File: src/rtl/snake_dir_if.sv
// Signal bundle between the snake game logic and snake_dir_ctrl.
// master = game side (drives buttons and events), slave = snake_dir_ctrl.
interface snake_dir_if;
  // No valid/ready backpressure: I_eat, I_game_over, O_step and O_restart are
  // single-cycle strobes that count as taken in the cycle they are high; buttons are levels.
  logic       I_button_u;
  logic       I_button_d;
  logic       I_button_l;
  logic       I_button_r;
  logic       I_eat;
  logic       I_game_over;
  logic [1:0] O_dir;
  logic       O_step;
  logic       O_running;
  logic       O_restart;
  logic [1:0] dbg_state;

  modport master (
    output I_button_u, I_button_d, I_button_l, I_button_r, I_eat, I_game_over,
    input  O_dir, O_step, O_running, O_restart, dbg_state
  );

  modport slave (
    input  I_button_u, I_button_d, I_button_l, I_button_r, I_eat, I_game_over,
    output O_dir, O_step, O_running, O_restart, dbg_state
  );
endinterface

File: src/rtl/snake_dir_ctrl.sv
// Snake direction/pacing controller: press edge detect, reversal reject, step strobe, game FSM.
// Optional speed-up on food is enabled by defining SNAKE_SPEEDUP_EN.
module snake_dir_ctrl #(
  parameter int unsigned STEP_DIV = 5_000_000,
  parameter int unsigned STEP_MIN = 1_500_000,
  parameter int unsigned STEP_DEC = 250_000
) (
  input  logic       I_clk,
  input  logic       I_rst_n,
  snake_dir_if.slave bus
);

  typedef enum logic [1:0] {
    ST_IDLE = 2'd0,
    ST_RUN  = 2'd1,
    ST_OVER = 2'd2
  } state_t;

  localparam logic [31:0] DIV_W = 32'(STEP_DIV);
  localparam logic [31:0] MIN_W = 32'(STEP_MIN);
  localparam logic [31:0] DEC_W = 32'(STEP_DEC);
  localparam logic [1:0]  DIR_R = 2'd3;

  state_t      state_q, state_d;
  logic [3:0]  btn_q, btn_qq, rise;
  logic        press;
  logic [1:0]  press_code;
  logic [1:0]  dir_q, dir_d, pend_q, pend_d;
  logic [31:0] cnt_q, cnt_d, period_q, period_d;
  logic        armed_q, armed_d;
  logic        step_q, step_d, restart_q, restart_d;
  logic        wrap;

`ifdef SNAKE_SPEEDUP_EN
  logic [31:0] next_q, next_d;
`else
  logic unused_cfg;
  assign unused_cfg = ^{bus.I_eat, MIN_W, DEC_W};
`endif

  // Bit index equals the direction code, so the priority chain below is U > D > L > R.
  assign rise  = btn_q & ~btn_qq;
  assign press = |rise;

  always_comb begin
    press_code = DIR_R;
    if (rise[0])      press_code = 2'd0;
    else if (rise[1]) press_code = 2'd1;
    else if (rise[2]) press_code = 2'd2;
  end

  assign wrap = armed_q && (cnt_q == period_q - 32'd1);

  always_comb begin
    state_d   = state_q;
    dir_d     = dir_q;
    pend_d    = pend_q;
    cnt_d     = cnt_q;
    period_d  = period_q;
    armed_d   = armed_q;
    step_d    = 1'b0;
    restart_d = 1'b0;
`ifdef SNAKE_SPEEDUP_EN
    next_d    = next_q;
`endif
    unique case (state_q)
      ST_IDLE: begin
        if (press) begin
          dir_d   = press_code;
          pend_d  = press_code;
          cnt_d   = '0;
          armed_d = 1'b0;
          state_d = ST_RUN;
        end
      end
      ST_RUN: begin
        if (press && (press_code != (dir_q ^ 2'b01))) pend_d = press_code;
`ifdef SNAKE_SPEEDUP_EN
        if (bus.I_eat) next_d = ((next_q - MIN_W) >= DEC_W) ? (next_q - DEC_W) : MIN_W;
`endif
        // The first RUN cycle only arms the counter, putting the first step STEP_DIV+1 out.
        if (bus.I_game_over) begin
          state_d = ST_OVER;
          cnt_d   = '0;
          armed_d = 1'b0;
        end else if (!armed_q) begin
          armed_d = 1'b1;
        end else if (wrap) begin
          cnt_d  = '0;
          step_d = 1'b1;
          dir_d  = pend_q;
`ifdef SNAKE_SPEEDUP_EN
          period_d = next_d;
`endif
        end else begin
          cnt_d = cnt_q + 32'd1;
        end
      end
      ST_OVER: begin
        if (press) begin
          restart_d = 1'b1;
          dir_d     = DIR_R;
          pend_d    = DIR_R;
          period_d  = DIV_W;
`ifdef SNAKE_SPEEDUP_EN
          next_d    = DIV_W;
`endif
          state_d   = ST_IDLE;
        end
      end
      default: state_d = ST_IDLE;
    endcase
  end

  always_ff @(posedge I_clk or negedge I_rst_n) begin
    if (!I_rst_n) begin
      state_q   <= ST_IDLE;
      btn_q     <= '0;
      btn_qq    <= '0;
      dir_q     <= DIR_R;
      pend_q    <= DIR_R;
      cnt_q     <= '0;
      period_q  <= DIV_W;
      armed_q   <= 1'b0;
      step_q    <= 1'b0;
      restart_q <= 1'b0;
`ifdef SNAKE_SPEEDUP_EN
      next_q    <= DIV_W;
`endif
    end else begin
      state_q   <= state_d;
      btn_q     <= {bus.I_button_r, bus.I_button_l, bus.I_button_d, bus.I_button_u};
      btn_qq    <= btn_q;
      dir_q     <= dir_d;
      pend_q    <= pend_d;
      cnt_q     <= cnt_d;
      period_q  <= period_d;
      armed_q   <= armed_d;
      step_q    <= step_d;
      restart_q <= restart_d;
`ifdef SNAKE_SPEEDUP_EN
      next_q    <= next_d;
`endif
    end
  end

  assign bus.O_dir     = dir_q;
  assign bus.O_step    = step_q;
  assign bus.O_running = (state_q == ST_RUN);
  assign bus.O_restart = restart_q;
  assign bus.dbg_state = state_q;

endmodule

File: src/flat_wrapper.sv
// flat-port wrapper written by rule: the top's interface ports become plain ports
module snake_dir_ctrl_flat 
#(
  parameter int unsigned STEP_DIV = 5_000_000,
  parameter int unsigned STEP_MIN = 1_500_000,
  parameter int unsigned STEP_DEC = 250_000
)
  (I_clk, I_rst_n, bus_I_button_u, bus_I_button_d, bus_I_button_l, bus_I_button_r, bus_I_eat, bus_I_game_over, bus_O_dir, bus_O_step, bus_O_running, bus_O_restart, bus_dbg_state);
  snake_dir_if bus_i ();
  input  logic I_clk;
  input  logic I_rst_n;
  input wire logic [$bits(bus_i.I_button_u)-1:0] bus_I_button_u;
  input wire logic [$bits(bus_i.I_button_d)-1:0] bus_I_button_d;
  input wire logic [$bits(bus_i.I_button_l)-1:0] bus_I_button_l;
  input wire logic [$bits(bus_i.I_button_r)-1:0] bus_I_button_r;
  input wire logic [$bits(bus_i.I_eat)-1:0] bus_I_eat;
  input wire logic [$bits(bus_i.I_game_over)-1:0] bus_I_game_over;
  output wire logic [$bits(bus_i.O_dir)-1:0] bus_O_dir;
  output wire logic [$bits(bus_i.O_step)-1:0] bus_O_step;
  output wire logic [$bits(bus_i.O_running)-1:0] bus_O_running;
  output wire logic [$bits(bus_i.O_restart)-1:0] bus_O_restart;
  output wire logic [$bits(bus_i.dbg_state)-1:0] bus_dbg_state;
  assign bus_i.I_button_u = bus_I_button_u;
  assign bus_i.I_button_d = bus_I_button_d;
  assign bus_i.I_button_l = bus_I_button_l;
  assign bus_i.I_button_r = bus_I_button_r;
  assign bus_i.I_eat = bus_I_eat;
  assign bus_i.I_game_over = bus_I_game_over;
  assign bus_O_dir = bus_i.O_dir;
  assign bus_O_step = bus_i.O_step;
  assign bus_O_running = bus_i.O_running;
  assign bus_O_restart = bus_i.O_restart;
  assign bus_dbg_state = bus_i.dbg_state;
  snake_dir_ctrl #(.STEP_DIV(STEP_DIV), .STEP_MIN(STEP_MIN), .STEP_DEC(STEP_DEC)) u_core (.I_clk(I_clk), .I_rst_n(I_rst_n), .bus(bus_i));
endmodule
File: config.mk
export PLATFORM = sky130hd
export DESIGN_NAME = snake_dir_ctrl_flat
export DESIGN_NICKNAME = d
export VERILOG_FILES = /design/src/rtl/snake_dir_if.sv /design/src/rtl/snake_dir_ctrl.sv /design/src/flat_wrapper.sv
export SDC_FILE = /design/constraint.sdc
export NUM_CORES = 1
export LEC_CHECK = 0
export CAP_MARGIN = 25
export CELL_PAD_IN_SITES_DETAIL_PLACEMENT = 1
export CELL_PAD_IN_SITES_GLOBAL_PLACEMENT = 2
export CORE_MARGIN = 2
export CORE_UTILIZATION = 38
export DETAILED_ROUTE_END_ITERATION = 16
export PLACE_DENSITY_LB_ADDON = 0.1
export SLEW_MARGIN = 5
export SYNTH_ARGS = -nofsm -noshare
export SYNTH_HDL_FRONTEND = slang
export SYNTH_SLANG_ARGS = --single-unit
File: constraint.sdc
create_clock -name I_clk -period 2.5 [get_ports I_clk]
set_input_delay 0.375 -clock I_clk [delete_from_list [all_inputs] [get_ports I_clk]]
set_output_delay 0.375 -clock I_clk [all_outputs]
set_load 0.01 [all_outputs]
==> flow_results.org, run 1 <==
** Global routing
- Global-route wire length before repair :: 13100 um
- Number of antenna violations at the first check in global routing :: 0
- Vias in the first global route :: 2496
- Entering global routing, the biggest net connects 22 pins.
- GRT Residual Overflow :: 0
- GRT Resource Usage Total :: 0.196

** Drt
- The first TritonRoute pass finished after 4 iterations.
- Drt wl/cell :: 17.9 um
- Vias per inst :: 5.78
- ANT nets after route :: 0
- In the routed design, unresolved DRC markers number 0.
- The detailed router finished its first iteration with 121 violations.
- Detailed-route via count :: between 2k and 2.5k
- For this block, the routed nets add up to 7520 um of wire.

** Final layout
- Summing all non-filler instances in the final layout gives an area of 3280 um2.
- Summing all multi-input logic gate instances after layout gives 1500 um2.
- Synthesis-to-finish area growth :: 14.6%
- The repair_antennas step left the layout with diodes totalling 0.
- Layout Utilization :: 0.452
- Fillers :: 846
- Of the cells placed in the final design, the portion with a size suffix greater than 1 is 0.143.
- Area of all sequential standard cells :: around 1200 um2
- The net count of the finished layout is approximately 330.
- Final Non-Filler Cells :: 420

** CTS
- Buffers added to address setup during post-CTS repair amount to 0.
- The number of clock buffers added by TritonCTS is 5.
- CTS built an H-tree with a depth of 2.
- Clock Latency Late Sink :: 0.31 ns
- The clock passes through at most 2 buffers.
- The tree is rooted in a clkbuf_8.
- Worst-path clk slew :: about 0.1 ns
- Hold buffer count at cts :: 0
- Once the clock tree was built, the resizer swapped 0 gates to a different size.
- TritonCTS built the clock tree.
- The clock net in this run drives a total of between 40 and 50 sinks.

** Synthesis
- Of the synthesized area, sequential elements account for 0.431.
- Cell types with the largest area share after synthesis :: dfrtp_1 (39%), xnor2_1 (5.5%), a2111oi_0 (4.6%)
- dfrtp_1 is the most common cell in the netlist.
- The share of synthesized area in the top cell type comes to 0.394.
- For this run, the number of Yosys warnings is 0.
- Commonest cells in the synthesized netlist :: dfrtp_1 (45), nor2_1 (24), nand2_1 (19), nand4_1 (19), xnor2_1 (18)
- The cell area that synthesis handed to floorplanning was 2860 um2.
- After technology mapping, the gate count stands at 299.
- The netlist uses 52 different library cells.
- Post-synthesis sequential element count :: around 50
- Top_reg_cell synth :: dfrtp_1
- Of all flip-flops after synthesis, the portion carrying an async set or reset was 1.00.
- The number of nets handed over by synthesis was 312.
- Avg Cell Area, Syn :: between 9 and 10 um2
- Number of flops mapped to enable cells by yosys :: 0
- The largest total area in the synthesized netlist belongs to dfrtp_1.

** Critical path
- Combined buffer and inverter count along the critical path :: 0
- Cell type group with the largest total delay on the critical path :: simple AND/OR/NAND/NOR gates
- Critical-path cell with the highest stage delay :: or4_1
- Cells along the critical path :: nor4b_1, nand4_1, or4_1, or3b_1, o311ai_1
- Endpoint kind of the worst setup timing path :: flip-flop
- Counting buffers and inverters, the worst setup path is 5 cells deep.
- Endpoint arrival time on the critical path :: 2.47 ns
- Kind of start point of the critical path :: flip-flop
- CP Data Required Time :: 2.67 ns
- Along the worst path, the maximum fanout reaches 8.
- The critical path is of the flip-flop to flip-flop type.
- Worst R2R Path Depth :: 5
- On the worst path, the slowest cell contributes a delay of 0.50 ns.

** Timing
- # setup viols final :: 0
- Max Clock Freq :: about 430 MHz
- Time the worst path needs with I/O delays and setup :: 2.31 ns
- The tightest hold path in the finished design has a slack of 0.00247 ns.
- Number of failing hold endpoints at the final stage :: 0
- For the final routed database, the setup TNS stands at 0 ns.
- Setup slack closes at 0.193 ns.
- At the pin with the least slew margin, the transition time is 0.575 ns.
- Setup repair after global routing left no endpoint under its margin.
- Fraction of the cycle the final worst path needs :: 0.923
- Final max-slew violation count :: 0
- Worst setup skew after layout :: approximately 0.013 ns
- Headroom to the max-slew limit came out at 0.607.

** Floorplanning
- Die height :: 90.7 um
- After floorplanning, the core was sized to cover about 7300 um2.
- Die X :: between 90 and 100 um
- Die Area :: 8230 um2
- Pin placement for this block handled 15 I/O pins.
- Initial Util :: 0.394
- After floorplanning, the core was divided into 31 placement rows.

** Placement
- The count of buffers added on input and output ports is 13.
- HPWL reported at the end of detailed placement :: ~5500 um
- Final weighted congestion of routability-driven global placement :: 0.800
- Number of placed instances, taps included :: between 400 and 500
- Post-DP Area :: about 3200 um2
- Prior to clock tree synthesis, the placed netlist has a worst setup slack of about 0.16 ns.

** Power
- Summed over all cells, the static leakage comes to 1.27 nW.
- PwrDens :: 762 nW/um2
- Power comes to 2.50 mW.
- Worst supply voltage drop on vdd :: 0.302 mV

** Status
- Status :: finished, final reports clean

** Run
- Max-capacitance violation count :: 0

** Min path
- Path class of the lowest-slack min-delay path :: primary input to async pin
-- final timing paths --
kind,start,end,slack [ns]
min reg2reg,u_core.btn_q[2],u_core.btn_qq[2],0.39
min,I_rst_n,u_core.cnt_q[2],0.002
max in group asynchronous,I_rst_n,u_core.cnt_q[22],1.89
min in group I_clk,u_core.btn_q[2],u_core.btn_qq[2],0.39
max,u_core.cnt_q[16],u_core.cnt_q[12],0.19
max reg2reg,u_core.cnt_q[16],u_core.cnt_q[12],0.19
-- sequential cells by signal, summed over array words and instances, names as in the netlist --
signal                flops
u_core.cnt_q             32
u_core.btn_qq             4
u_core.pend_q             2
u_core.btn_q              4
u_core.bus.O_restart      1
u_core.bus.O_step         1
u_core.bus.dbg_state      2
u_core.armed_q            1
u_core.bus.O_dir          2
-- worst reg2reg max path, delay by kind of cell (launching register included) --
| family | cells | cell delay [ns] |
|---|---|---|
| flops | 1 | 0.46 |
| compound gates | 1 | 0.15 |
| simple gates | 4 | 1.57 |
-- report_power, final --
group / total (mW) / switching (mW) / internal [mW]
sequential: 0.955 / 0.0632 / 0.892
clock: 0.458 / 0.264 / 0.195
combinational: 1.08 / 0.619 / 0.463
total: 2.50 / 0.946 / 1.55
-- cells in the final DEF, fill, tap and decap left out, drive strengths merged, types with 2 or more instances in the layout --
cell	instances
mux2	4
a21oi	12
nand2	20
nand4	19
a31oi	2
nor3	2
o21ai	13
ha	5
and4bb	2
and4	6
and2	6
nor4b	5
or4	9
clkbuf	6
o31ai	5
xnor2	18
clkinv	2
nand2b	9
and3	10
a211oi	2
o311ai	2
dfstp	4
or3	2
nand3	11
inv	7
nor4	3
nor2	24
o211ai	2
a2111oi	15
buf	22
dfrtp	45
clkdlybuf4s50	12
-- cells by family (layout without fill, tap and decap cells) --
kind of cell | after synthesis | in the layout | share of synthesized area
compound gates | 62 | 62 | 0.157
xor+xnor | 19 | 19 | 0.0582
fa+ha+maj | 5 | 5 | 0.0219
buf+inv | 27 | 49 | 0.0433
flops | 49 | 49 | 0.431
mux | 5 | 5 | 0.0193
simple gates | 132 | 132 | 0.270
-- layer usage --
metal / wire length (um) / vias up / GRT usage / share of wire
met2: 3560 / 31 / 0.325 / 0.47
li1: - / 1165 / - / -
met1: 3700 / 1220 / 0.270 / 0.49
met3: 166 / 10 / 0.0217 / 0.022
met5: 0 / - / 0 / 0
met4: 106 / 0 / 0.0577 / 0.014
-- layout make-up --
| class | count | share of cell area |
|---|---|---|
| multi-input cells | 223 | 0.459 |
| flip-flops and latches | 49 | 0.376 |
| clock inverters | 2 | 0.00306 |
| clock buffers | 6 | 0.0222 |
| inverters | 7 | 0.00802 |
| repair buffers | 34 | 0.0940 |
| well taps | 99 | 0.0378 |
(Power assumes the default switching activity.)
==> run 2: changes to the inputs <==
--- a/config.mk
+++ b/config.mk
@@ -11,7 +11,7 @@
 export CORE_MARGIN = 2
 export CORE_UTILIZATION = 38
 export DETAILED_ROUTE_END_ITERATION = 16
-export PLACE_DENSITY_LB_ADDON = 0.1
+export PLACE_DENSITY_LB_ADDON = 0.12
 export SLEW_MARGIN = 5
 export SYNTH_ARGS = -nofsm -noshare
 export SYNTH_HDL_FRONTEND = slang
==> flow_results.org, run 2 (synthesis results as in run 1) <==
** Critical path
- Cells along the critical path :: nor4b_1, nand4_1, or4_1, or3b_1, o21ai_0 (was nor4b_1, nand4_1, or4_1, or3b_1, o311ai_1)
- Combined buffer and inverter count along the critical path :: 0 (unchanged)
- The kind of end point of the critical path is a flip-flop (unchanged).
- Peak per-stage delay on the critical path :: 0.49 ns (was 0.50 ns)
- Endpoint arrival time on the critical path :: 2.45 ns (was 2.47 ns)
- Type of the worst setup path :: flip-flop to flip-flop (unchanged)
- The kind of start point of the critical path is a flip-flop (unchanged).
- Critical-path cell with the highest stage delay :: or4_1 (unchanged)
- Cell type group with the largest total delay on the critical path :: simple AND/OR/NAND/NOR gates (unchanged)
- Largest driver fanout on the critical path :: 8 (unchanged)
- CP Data Required Time :: 2.67 ns (about the same)

** Timing
- The highest clock rate came to 437 MHz (was 433 MHz).
- The total of endpoints with negative setup slack in the final report was 0 (unchanged).
- Time the worst path needs with I/O delays and setup :: 2.29 ns (was 2.31 ns)
- Fin Setup TNS :: 0 ns (unchanged)
- Final max-slew violation count :: 0 (unchanged)
- Measured slew at the worst slew-check pin :: 0.636 ns (was 0.575 ns)
- Unrepaired setup endpoints after global routing: false (unchanged).
- The relative max-transition margin is 0.576 (was 0.607).
- The final critical-path share of the clock period is 0.915 (was 0.923).
- The final worst clock skew came to 0.0113 ns (was 0.0128 ns).
- Number of failing hold endpoints at the final stage :: 0 (unchanged)

** Power
- Leakage :: 1.26 nW (was 1.27 nW)
- The cell area power density was 774 nW/um2 (was 762 nW/um2).
- The peak supply drop is 0.276 mV (was 0.302 mV).
- Total power :: 2.53 mW (was 2.50 mW)

** Drt
- The routed length per instance came to 18.0 um (was 17.9 um).
- The number of vias per cell after detailed routing is 5.83 (was 5.78).
- Detailed router's first-iteration violation count :: 103 (was 121)
- Final routed DRC violation total :: 0 (unchanged)
- The number of antenna-violating nets in the routed design was 0 (unchanged).
- The number of search-and-repair iterations in the first detailed-routing pass was 4 (unchanged).
- Detailed-route via count :: 2435 (was 2426)
- Aggregate routed wire length :: 7540 um (was 7520 um)

** Floorplanning
- Row Count :: 31 (unchanged)
- The core region area came to 7250 um2 (unchanged).
- Die X :: 90.7 um (unchanged)
- Die Area :: 8230 um2 (unchanged)
- Die height :: 90.7 um (unchanged)
- The initial cell density of the core came to 0.394 (unchanged).
- Boundary Pins :: 15 (unchanged)

** CTS
- TritonCTS clock tree :: built (unchanged)
- Clock tree root driver cell :: clkbuf_8 (unchanged)
- The clock-pin slew on the worst setup and hold paths is 0.09 ns (was 0.10 ns).
- The hold buffer count at cts was 0 (unchanged).
- Clock sink count :: 49 (unchanged)
- The total setup buffers inserted after CTS was 0 (unchanged).
- The clock insertion delay at the later pin of the skew report is 0.30 ns (was 0.31 ns).
- Clock H-tree levels :: 2 (unchanged)
- The number of CTS-inserted buffers is 5 (unchanged).
- The number of gates resized after CTS is 0 (unchanged).
- Clock Path Buffers :: 2 (unchanged)

** Placement
- The placement-stage cell area came to 3180 um2 (was 3190 um2).
- HPWL reported at the end of detailed placement :: 5350 um (was 5470 um)
- The number of buffers inserted by port buffering came to 13 (unchanged).
- The number of cells after detailed placement came to 410 (was 412).
- Final weighted congestion of routability-driven global placement :: 0.793 (was 0.800)

** Final layout
- Share of layout cells above drive strength 1 :: 0.135 (was 0.143)
- Net count, final :: 331 (was 333)
- Registers with the most flip-flops :: u_core.cnt_q x32, u_core.btn_q x4, u_core.btn_qq x4 (unchanged)
- The final non-filler cell total is 418 (was 420).
- Synthesis-to-finish area growth :: 14.3% (was 14.6%)
- Most used cells in the layout excluding fill and tap cells :: dfrtp_1 (45), nor2_1 (24), nand4_1 (19), nand2_1 (19), xnor2_1 (18) (was dfrtp_1 (45), nor2_1 (24), nand4_1 (19), nand2_1 (19), buf_4 (19))
- The register name with the most flops was u_core.cnt_q (unchanged).
- Flip-flop count of the largest register after layout :: 32 (unchanged)
- The post-route standard cell area excluding fillers was 3270 um2 (was 3280 um2).
- Antenna diode instance count :: 0 (unchanged)
- Leading cell type in the layout, fill and taps excluded :: dfrtp_1 (unchanged)

** Global routing
- The wire length of the first global-routing pass was 13200 um (was 13100 um).
- The largest net degree at the start of global routing came to 50 (was 22).
- Number of antenna violations at the first check in global routing :: 0 (unchanged)
- The combined global-route utilization of all metal layers was 0.199 (was 0.196).
- The total grt overflow was 0 (unchanged).
- Vias in the first global route :: 2530 (was 2496)

** Min path
- The kind of path behind the tightest hold check is primary input to async pin (unchanged).

** Run
- The total of max-cap violations was 0 (unchanged).

** Status
- Status: finished, final reports clean (unchanged).
run 2: cell types whose count changed in the layout (fill, tap and decap cells not counted), sizes merged:
cell    change
clkinv      -2
clkbuf      +2
buf         -2
run 2: where the power goes:
part           leakage (nW)  internal [mW]  switching, mW
logic                 0.563          0.461          0.621
registers             0.648          0.892         0.0646
clock network        0.0455          0.226          0.264
run 2: per-stage QoR:
step	hold slack [ns]	setup WS, ns	util
final	0.167	0.212	0.451
after detailed placement	0.366	0.147	0.438
after floorplan	0.0794	0.270	-
after global routing	0.228	0.0596	0.451
after global placement	0.360	0.118	0.438
after CTS	0.197	0.177	0.451
run 2: final timing paths:
| check | endpoint | cells after the start | slack, ns | start |
|---|---|---|---|---|
| worst max register to register | u_core.cnt_q[30] | 5 | 0.21 | u_core.cnt_q[16] |
| worst min register to register | u_core.btn_qq[3] | 0 | 0.38 | u_core.btn_q[3] |
| worst max-delay path | u_core.cnt_q[30] | 5 | 0.21 | u_core.cnt_q[16] |
| max in group asynchronous | u_core.cnt_q[24] | 2 | 1.90 | I_rst_n |
| min in group I_clk | u_core.btn_qq[3] | 0 | 0.38 | u_core.btn_q[3] |
| worst min-delay path | u_core.bus.O_restart | 2 | 0.17 | I_rst_n |
run 2: area by class of cell:
cell class                      count  area [um2]
Clock buffer                        8        90.1
Fill cell                         856        3990
Inverter                            7        26.3
Multi-Input combinational cell    223        1500
Sequential cell                    49        1230
Tap cell                           99         124
Timing Repair Buffer               32         293
run 2: per-layer routing:
| metal | routed length, um | GRT usage | vias up |
|---|---|---|---|
| met4 | 86 | 0.0538 | 0 |
| li1 | - | - | 1164 |
| met3 | 184 | 0.0317 | 7 |
| met1 | 3640 | 0.275 | 1239 |
| met5 | 0 | 0 | - |
| met2 | 3630 | 0.325 | 25 |
==> run 3: changes to the inputs <==
--- a/config.mk
+++ b/config.mk
@@ -10,6 +10,7 @@
 export CELL_PAD_IN_SITES_GLOBAL_PLACEMENT = 2
 export CORE_MARGIN = 2
 export CORE_UTILIZATION = 38
+export CTS_CLUSTER_DIAMETER = 60
 export DETAILED_ROUTE_END_ITERATION = 16
 export PLACE_DENSITY_LB_ADDON = 0.12
 export SLEW_MARGIN = 5
==> results of run 3 <==
Same layout as run 2: the final DEF is identical, and so are final timing and power.
